`src/rtl/rv_pkg.sv`:
```
// Shared types for the ready/valid pipeline stages.
// Occupancy encoding used by the elastic slices.
package rv_pkg;

  localparam int OCC_W = 2;

  typedef enum logic [OCC_W-1:0] {
    EMPTY = 2'd0,
    ONE   = 2'd1,
    FULL  = 2'd2
  } occ_e;

endpackage

```
`src/rtl/rv_output_slice.sv`:
```
// Two-entry forward-registered ready/valid slice (main + skid slot).
// Optional stall counter: define RV_OUTPUT_SLICE_STALL_CNT_EN.
module rv_output_slice
  import rv_pkg::*;
#(
  parameter type T     = logic,
  parameter int  CNT_W = 16
) (
  input  logic             clk,
  input  logic             reset_n,
  input  logic             valid_in,
  output logic             ready_in,
  input  T                 data_in,
  output logic             valid_out,
  input  logic             ready_out,
  output T                 data_out,
  output logic [OCC_W-1:0] occupancy
`ifdef RV_OUTPUT_SLICE_STALL_CNT_EN
  ,
  output logic [CNT_W-1:0] stall_cycles
`endif
);

  occ_e state, state_nxt;
  T     main_q, main_nxt;
  T     skid_q, skid_nxt;
  logic push, pop;

  assign push      = valid_in && ready_in;
  assign pop       = valid_out && ready_out;
  assign data_out  = main_q;
  assign occupancy = OCC_W'(state);

  always_comb begin
    state_nxt = state;
    main_nxt  = main_q;
    skid_nxt  = skid_q;
    unique case (state)
      EMPTY: begin
        if (push) begin
          main_nxt  = data_in;
          state_nxt = ONE;
        end
      end
      ONE: begin
        if (push && !pop) begin
          skid_nxt  = data_in;
          state_nxt = FULL;
        end else if (push && pop) begin
          main_nxt  = data_in;
        end else if (pop) begin
          state_nxt = EMPTY;
        end
      end
      FULL: begin
        if (pop) begin
          main_nxt  = skid_q;
          state_nxt = ONE;
        end
      end
      default: state_nxt = EMPTY;
    endcase
  end

  // Handshake outputs are flopped from the next state, not decoded.
  always_ff @(posedge clk or negedge reset_n) begin
    if (!reset_n) begin
      state     <= EMPTY;
      main_q    <= '0;
      skid_q    <= '0;
      valid_out <= 1'b0;
      ready_in  <= 1'b1;
    end else begin
      state     <= state_nxt;
      main_q    <= main_nxt;
      skid_q    <= skid_nxt;
      valid_out <= (state_nxt != EMPTY);
      ready_in  <= (state_nxt != FULL);
    end
  end

`ifdef RV_OUTPUT_SLICE_STALL_CNT_EN
  always_ff @(posedge clk or negedge reset_n) begin
    if (!reset_n) begin
      stall_cycles <= '0;
    end else if (valid_out && !ready_out
                 && stall_cycles != '1) begin
      stall_cycles <= stall_cycles + 1'b1;
    end
  end
`endif

endmodule

```
`config.mk`:
```
export PLATFORM = sky130hd
export DESIGN_NAME = rv_output_slice
export DESIGN_NICKNAME = d
export VERILOG_FILES = /design/src/rtl/rv_pkg.sv /design/src/rtl/rv_output_slice.sv
export SDC_FILE = /design/constraint.sdc
export NUM_CORES = 1
export LEC_CHECK = 0
export CORE_AREA = 2 2 39 41
export DETAILED_ROUTE_END_ITERATION = 8
export DIE_AREA = 0 0 41 43
export PLACE_DENSITY = 0.5
export SETUP_SLACK_MARGIN = 0.1
export SLEW_MARGIN = 20
export SYNTH_ARGS = -nofsm -noshare
export SYNTH_HDL_FRONTEND = slang
export SYNTH_SLANG_ARGS = --single-unit
```
`constraint.sdc`:
```
create_clock -name clk -period 2.9 [get_ports clk]
set_input_delay 0.58 -clock clk [delete_from_list [all_inputs] [get_ports clk]]
set_output_delay 0.58 -clock clk [all_outputs]
set_load 0.01 [all_outputs]
```
Word level (Yosys, flattened, before mapping)

Index checks and enable logic that the tools add are counted.

Reduce and logical (&&, ||, !) cells: 10
Add/subtract/negate cells: 0
Shift operators: 0
Equal/unequal tests: 7
Divide/modulo/power cells: 0
Magnitude comparators: 0
Multiplexer cells: 11
$mul: 0
Bitwise operators: 0

Operators with widths:

| cell               | count |
|---|---|
| $mux 2             | 5 |
| $ne 2x2->1 const B | 5 |
| $pmux 2 s3         | 1 |
| $reduce_and 5->1   | 1 |
| $logic_and 1x1->1  | 4 |
| $mux 1             | 4 |
| $pmux 1 s3         | 1 |
| $reduce_bool 3->1  | 1 |
| $eq 2x1->1 const B | 1 |
| $eq 2x2->1 const B | 1 |
| $logic_not 2->1    | 1 |
| $reduce_and 2->1   | 1 |
| $reduce_bool 2->1  | 1 |
| $logic_not 1->1    | 1 |

Bits in read-only memories: 0
Bits in latches: 0
Bits of input ports: 5
Word-level logic and storage cells: 33
Output and inout port bits: 5
Register bits: 6
Memory bits (writable): 0
Memories: 0

Longest topological paths before layout

Gate-level depths: netlist (run 1).

Depth in word-level cells: 6
Gate-level depth with buffers: 3
Mapped depth without buffers: 3

Worst setup path after synthesis (run 1)

OpenSTA, ideal clock, no wires.

Path type: input port to flip-flop
Start point: in valid_in
End point: reg skid_q
Path slack: 1.653 ns
Buffers on the path: 0
Arrival: 1.122 ns
Data required time: 2.775 ns
Setup time: 0.125 ns
Cell stages on the path: 3
Cells stage by stage: and3b_1 > nand2_2 > mux2_4

Longest elaborated chain between the ends: 3

RTL lines:

| element                    | line                  | source |
|---|---|---|
| start, declared            | rv_output_slice.sv:11 | `input logic valid_in,` |
| $logic_and 1x1->1          | rv_output_slice.sv:29 | `assign push = valid_in && ready_in;` |
| $logic_and 1x1->1          | rv_output_slice.sv:46 | `if (push && !pop) begin` |
| $reduce_and 2->1 (no line) | --                    |  |
| end signal, assigned       | rv_output_slice.sv:76 | `skid_q <= skid_nxt;` |
| end, declared              | rv_output_slice.sv:26 | `T skid_q, skid_nxt;` |

No other way between the ends.
A chain may end at the register's enable or synchronous reset.

Worst setup path in the final report (run 1)

Start point: reg ready_in
End point: out ready_in

RTL lines:

| element                | line                  | source |
|---|---|---|
| start, declared        | rv_output_slice.sv:12 | `output logic ready_in,` |
| start signal, assigned | rv_output_slice.sv:78 | `ready_in <= (state_nxt != FULL);` |

No word-level cell between the ends.

==> run metrics, run 1 <==
DRC=0; Ys Warns=0; antenna cells=0; grt total ovfl=0; fin crit period=1.899 ns; port bufs=9; VDD IR max=432.5 uV; die area=1763 um2; Routed Antenna Nets=0; cts bufs inserted=3; Vias/cell=4.582; multi-input logic area=153.9 um2; Syn Nets=31; Critical path buffers and inverters=1; clock root cell=clkbuf_4; Post-Route WL=628 um; post-synthesis register bit count=6; Syn Area/Cell=11.74 um2; setup violators final=0; HP Class=reg2reg; CP Max Fanout=4; Layout fillers=139; ratio of cells with drive above 1 in the final layout=0.2308; Final #Nets=45; vias in the first global route=254; FMAX=526.6 MHz; R2R cell count=3; CP max stage cell=dfstp_2; count of pins over their slew limit=0; Pre-antenna DRT Iters=2; RSZ-0062 raised after global routing=no; hold buffer count at cts=0; Pwr Total=0.0004898 W; Area growth, synth to finish=44.67%; R2R Setup Slk=1.65 ns; Slew @ Worst Pin=0.3021 ns; largest net degree at the start of global routing=8; Chip Width=41 um; crit-path max cell delay=0.54 ns; CP delay by family, top=flip-flops; Data required, critical path=2.32 ns; Clock Latency Late Sink=0.25 ns; Post-Syn Area=305.3 um2; CTS-repair resized insts=0; critical path class=reg2out; RePlAce Congestion=0.7041; status=complete, no violations; clock sink count=6; starting DRC count in detailed routing=2; Crit path arrival time=1.32 ns; Hold Vio Cnt, Final=0; met3 usage=0.04712; Clock Path Buffers=2; Starting Density=0.2206; row count=14; FF+latch area=151.4 um2; Leak Pwr=0.1876 nW; Pwr per Cell Area=1109 nW/um2; reg2reg start=ready_in$_DFF_PN1_; GR Util All Layers=0.1019; post-CTS setup buffers=0; crit path to=ready_in; WL per Instance=11.42 um; total core area=1384 um2; clk_skew=0.01166 ns; routing usage on met2=0.1188; Synth top area share=0.4098; max_cap viols=0; fin crit share=0.6548; critical path startpoint=ready_in$_DFF_PN1_; Post-Synthesis Cells=26; top cells by area, synth=dfrtp_1, dfstp_2, a21boi_4, and3b_1, mux2_4; Distinct cells, synth=18; setup TNS=0 ns; sequential share of the synthesized area=0.4959; Max transition margin=0.7968; first-pass GRT wire length=1.117 mm; TritonCTS clock tree=built; I/O Pins=10; Crit path depth=1; startpoint types=flop; top cell type by total area after synthesis=dfrtp_1; M1 GR Usage=0.1275; Crit. End Element=primary output; crit-path cells=clkdlybuf4s50_1; initial antenna violation count=0; H-tree depth=1; R2R Path End=skid_q$_DFFE_PN0P_; via count=252; Top Usage Layer GRT=met1; Clock Pin Slew Worst Setup and Hold Paths=0.04 ns; die height=43 um
## where the power goes
part,total [W],switching (W),internal [W]
Clock,0.0000878,0.0000353,0.0000524
Combinational,0.000226,0.0000872,0.000139
Sequential,0.000176,0.0000456,0.000131
## synthesized netlist by cell type
cell type	instances
dfrtp_1	5
a31oi_1	1
and3b_1	2
nand4_1	1
nand2_2	1
nor4_1	1
o21ai_0	1
mux2_4	1
and2_1	1
nand2b_1	1
a21boi_4	1
nor3b_1	2
a21o_1	1
dfstp_2	1
nand2_1	3
and2b_2	1
a211oi_2	1
a21oi_1	1
## cell usage in the layout, fill, tap and decap left out, drive strengths merged
cell	n
a211oi	1
a21boi	1
a21o	1
a21oi	1
a31oi	1
and2	1
and2b	1
and3b	2
clkbuf	4
clkdlybuf4s50	9
dfrtp	5
dfstp	1
mux2	1
nand2	4
nand2b	1
nand4	1
nor3b	2
nor4	1
o21ai	1
## layout make-up
class,count,area share
clock buffers,4,0.05949
well taps,16,0.04533
repair buffers,9,0.2040
flip-flops and latches,6,0.3428
multi-input cells,20,0.3484
## cell families (layout without fill, tap and decap cells)
logic type | Yosys count | count (layout) | synth area share
simple gates | 13 | 13 | 0.2747
flops | 6 | 6 | 0.4959
buf+inv | 0 | 13 | 0
compound gates | 6 | 6 | 0.1803
mux | 1 | 1 | 0.04917
## per-layer routing
metal | up-vias | share of wire | wire (um)
li1 | 123 | - | -
met5 | - | 0 | 0
met2 | 9 | 0.43 | 270
met4 | 0 | 0.021 | 13
met1 | 118 | 0.46 | 288
met3 | 2 | 0.088 | 55
## flip-flops by register name (all words and copies together), names as in the netlist
register   flops
occupancy      2
data_out       1
ready_in       1
skid_q         1
valid_out      1
## worst min-delay path by stage
stage	from	to	slack [ns]	cells after the start
6_report	skid_q$_DFFE_PN0P_	skid_q$_DFFE_PN0P_	0.52	1
3_3_place_gp	skid_q$_DFFE_PN0P_	skid_q$_DFFE_PN0P_	0.51	1
3_5_place_dp	skid_q$_DFFE_PN0P_	skid_q$_DFFE_PN0P_	0.50	1
5_1_grt	skid_q$_DFFE_PN0P_	skid_q$_DFFE_PN0P_	0.55	1
4_1_cts	skid_q$_DFFE_PN0P_	skid_q$_DFFE_PN0P_	0.51	1
2_1_floorplan	reset_n	data_out$_DFFE_PN0P_	0.28	0
## per-stage QoR
step	setup slack (ns)	area, um2	hold WS, ns	util	instances
after CTS	0.9880	441.7	0.5142	0.3192	55
after global placement	1.120	415.4	0.5059	0.3002	51
after detailed placement	1.107	415.4	0.5029	0.3002	51
after global routing	0.9680	441.7	0.5511	0.3192	55
final	1.001	441.7	0.5161	0.3192	55
after floorplan	1.653	305.3	0.2844	-	26
Power figures use the tool's default switching activity.
==> run 2: changes to the inputs <==
clock period = 1.9 ns   (was 2.9 ns; I/O delays follow)
==> run metrics, run 2 (synthesis gave the netlist of run 1 again) <==
final instance area=441.7 um2 (unchanged); detailed placement HPWL=469.4 um; fin crit share=0.9056; Chip Width=41 um (unchanged); hold_ws=0.3755 ns (-0.1405 ns); Final #Nets=45 (unchanged); setup violators final=0 (unchanged); CP max stage cell=dfstp_2; CP Max Fanout=4 (unchanged); Max transition margin=0.7925 (-0.004312); hold buffer count at cts=0 (unchanged); VDD IR max=514.5 uV (+19%); initial antenna violation count=0 (unchanged); Crit. End Element=primary output; die area=1763 um2 (unchanged); RePlAce Congestion=0.7920 (+12%); status=complete, no violations; cts bufs inserted=3 (unchanged); Clock Pin Slew Worst Setup and Hold Paths=0.05 ns (about the same); clk_skew=0.004853 ns (-0.006804 ns); Leak Pwr=0.1876 nW (unchanged); Crit path arrival time=1.34 ns (+0.02 ns); Area after DPL=415.4 um2 (unchanged); count of pins over their slew limit=0 (unchanged); max_cap viols=0 (unchanged); crit-path max cell delay=0.55 ns (about the same); critical path class=reg2out; Clock Latency Late Sink=0.25 ns (about the same); Slew @ Worst Pin=0.3085 ns (+0.006409 ns); largest net degree at the start of global routing=8 (unchanged); starting DRC count in detailed routing=1 (-1); grt total ovfl=0 (unchanged); most common cell after layout, fill and taps aside=clkdlybuf4s50_1; CTS-repair resized insts=0 (unchanged); clock root cell=clkbuf_4; CP delay by family, top=flip-flops; Post-Route WL=645 um (+2.7%); Starting Density=0.2206 (unchanged); Area growth, synth to finish=44.67% (unchanged); DRC=0 (unchanged); ratio of cells with drive above 1 in the final layout=0.2308 (unchanged); crit-path cells=clkdlybuf4s50_1; Hold Vio Cnt, Final=0 (unchanged); Pre-antenna DRT Iters=2 (unchanged); max reg flops=2 (unchanged); FMAX=581.2 MHz; TritonCTS clock tree=built; GR Util All Layers=0.1062 (+0.004251); H-tree depth=1 (unchanged); setup TNS=0 ns (unchanged); Data required, critical path=1.52 ns (-0.80 ns); fin crit period=1.721 ns; port bufs=9 (unchanged); startpoint types=flop; Vias/cell=4.618 (+0.79%); Critical path buffers and inverters=1 (unchanged); HP Class=in2async; Pwr per Cell Area=1692 nW/um2 (+53%); I/O Pins=10 (unchanged); row count=14 (unchanged); antenna cells=0 (unchanged); post-CTS setup buffers=0 (unchanged); total core area=1384 um2 (unchanged); RSZ-0062 raised after global routing=no; via count=254 (+0.79%); Routed Antenna Nets=0 (unchanged); first-pass GRT wire length=1.179 mm (+5.6%); WL per Instance=11.73 um (+2.7%); highest-count cells in the layout ignoring fill and taps=clkdlybuf4s50_1, dfrtp_1, nand2_1, clkbuf_4; clock sink count=6 (unchanged); Clock Path Buffers=2 (unchanged); die height=43 um (unchanged); vias in the first global route=262 (+3.1%)
-- run 2: cell counts in the layout (fill, tap and decap cells not counted) --
No cell type changed its count.
-- run 2: worst reg2reg max path: cells and delay by family, from the launching register on --
family / cells / cell delay (ns)
AND/OR/NAND/NOR: 2 / 0.28
multiplexers: 1 / 0.29
flip-flops: 1 / 0.55
-- run 2: worst paths after layout --
kind                            depth (start not counted)  slack [ns]                  end                from
worst max-delay path                                    1        0.18             ready_in  ready_in$_DFF_PN1_
worst min-delay path                                    1        0.38  valid_out$_DFF_PN0_             reset_n
worst max register to register                          3        0.66   skid_q$_DFFE_PN0P_  ready_in$_DFF_PN1_
worst min register to register                          1        0.52   skid_q$_DFFE_PN0P_  skid_q$_DFFE_PN0P_
max in group asynchronous                               1        1.24   ready_in$_DFF_PN1_             reset_n
min in group clk                                        1        0.52   skid_q$_DFFE_PN0P_  skid_q$_DFFE_PN0P_
-- run 2: layer usage --
metal	share of wire	vias to the layer above	track usage
met2	0.42	9	0.1188
li1	-	124	-
met3	0.070	4	0.04712
met4	0.039	0	0.1000
met5	0	-	0
met1	0.47	117	0.1414
-- run 2: cell type report --
cell class / instances / area (um2)
tap: 16 / 20.02
multi-input combinational: 20 / 153.9
fill: 148 / 942.2
clock buffer: 4 / 26.28
sequential: 6 / 151.4
timing repair buffer: 9 / 90.09
-- run 2: per-stage QoR --
step                      setup slack [ns]  utilization  std cells  total power, W
after global placement              0.3231       0.3002         51       0.0006140
after detailed placement            0.3032       0.3002         51       0.0006161
after floorplan                     0.6743            -         26       0.0004663
final                               0.1793       0.3192         55       0.0007471
after CTS                           0.1765       0.3192         55       0.0007563
after global routing                0.1383       0.3192         55       0.0008040
-- run 2: power breakdown --
group / internal [W] / switching (W) / leakage (nW) / total, W
Clock: 0.0000801 / 0.0000549 / 0.0150 / 0.000135
Combinational: 0.000211 / 0.000131 / 0.103 / 0.000342
Sequential: 0.000199 / 0.0000704 / 0.0693 / 0.000270
==> run 3: changes to the inputs <==
CAP_MARGIN = 0   (was not set)
GPL_ROUTABILITY_DRIVEN = 0   (was not set)
==> results of run 3 <==
The final DEF is identical to that of run 2; final timing and power are the same.
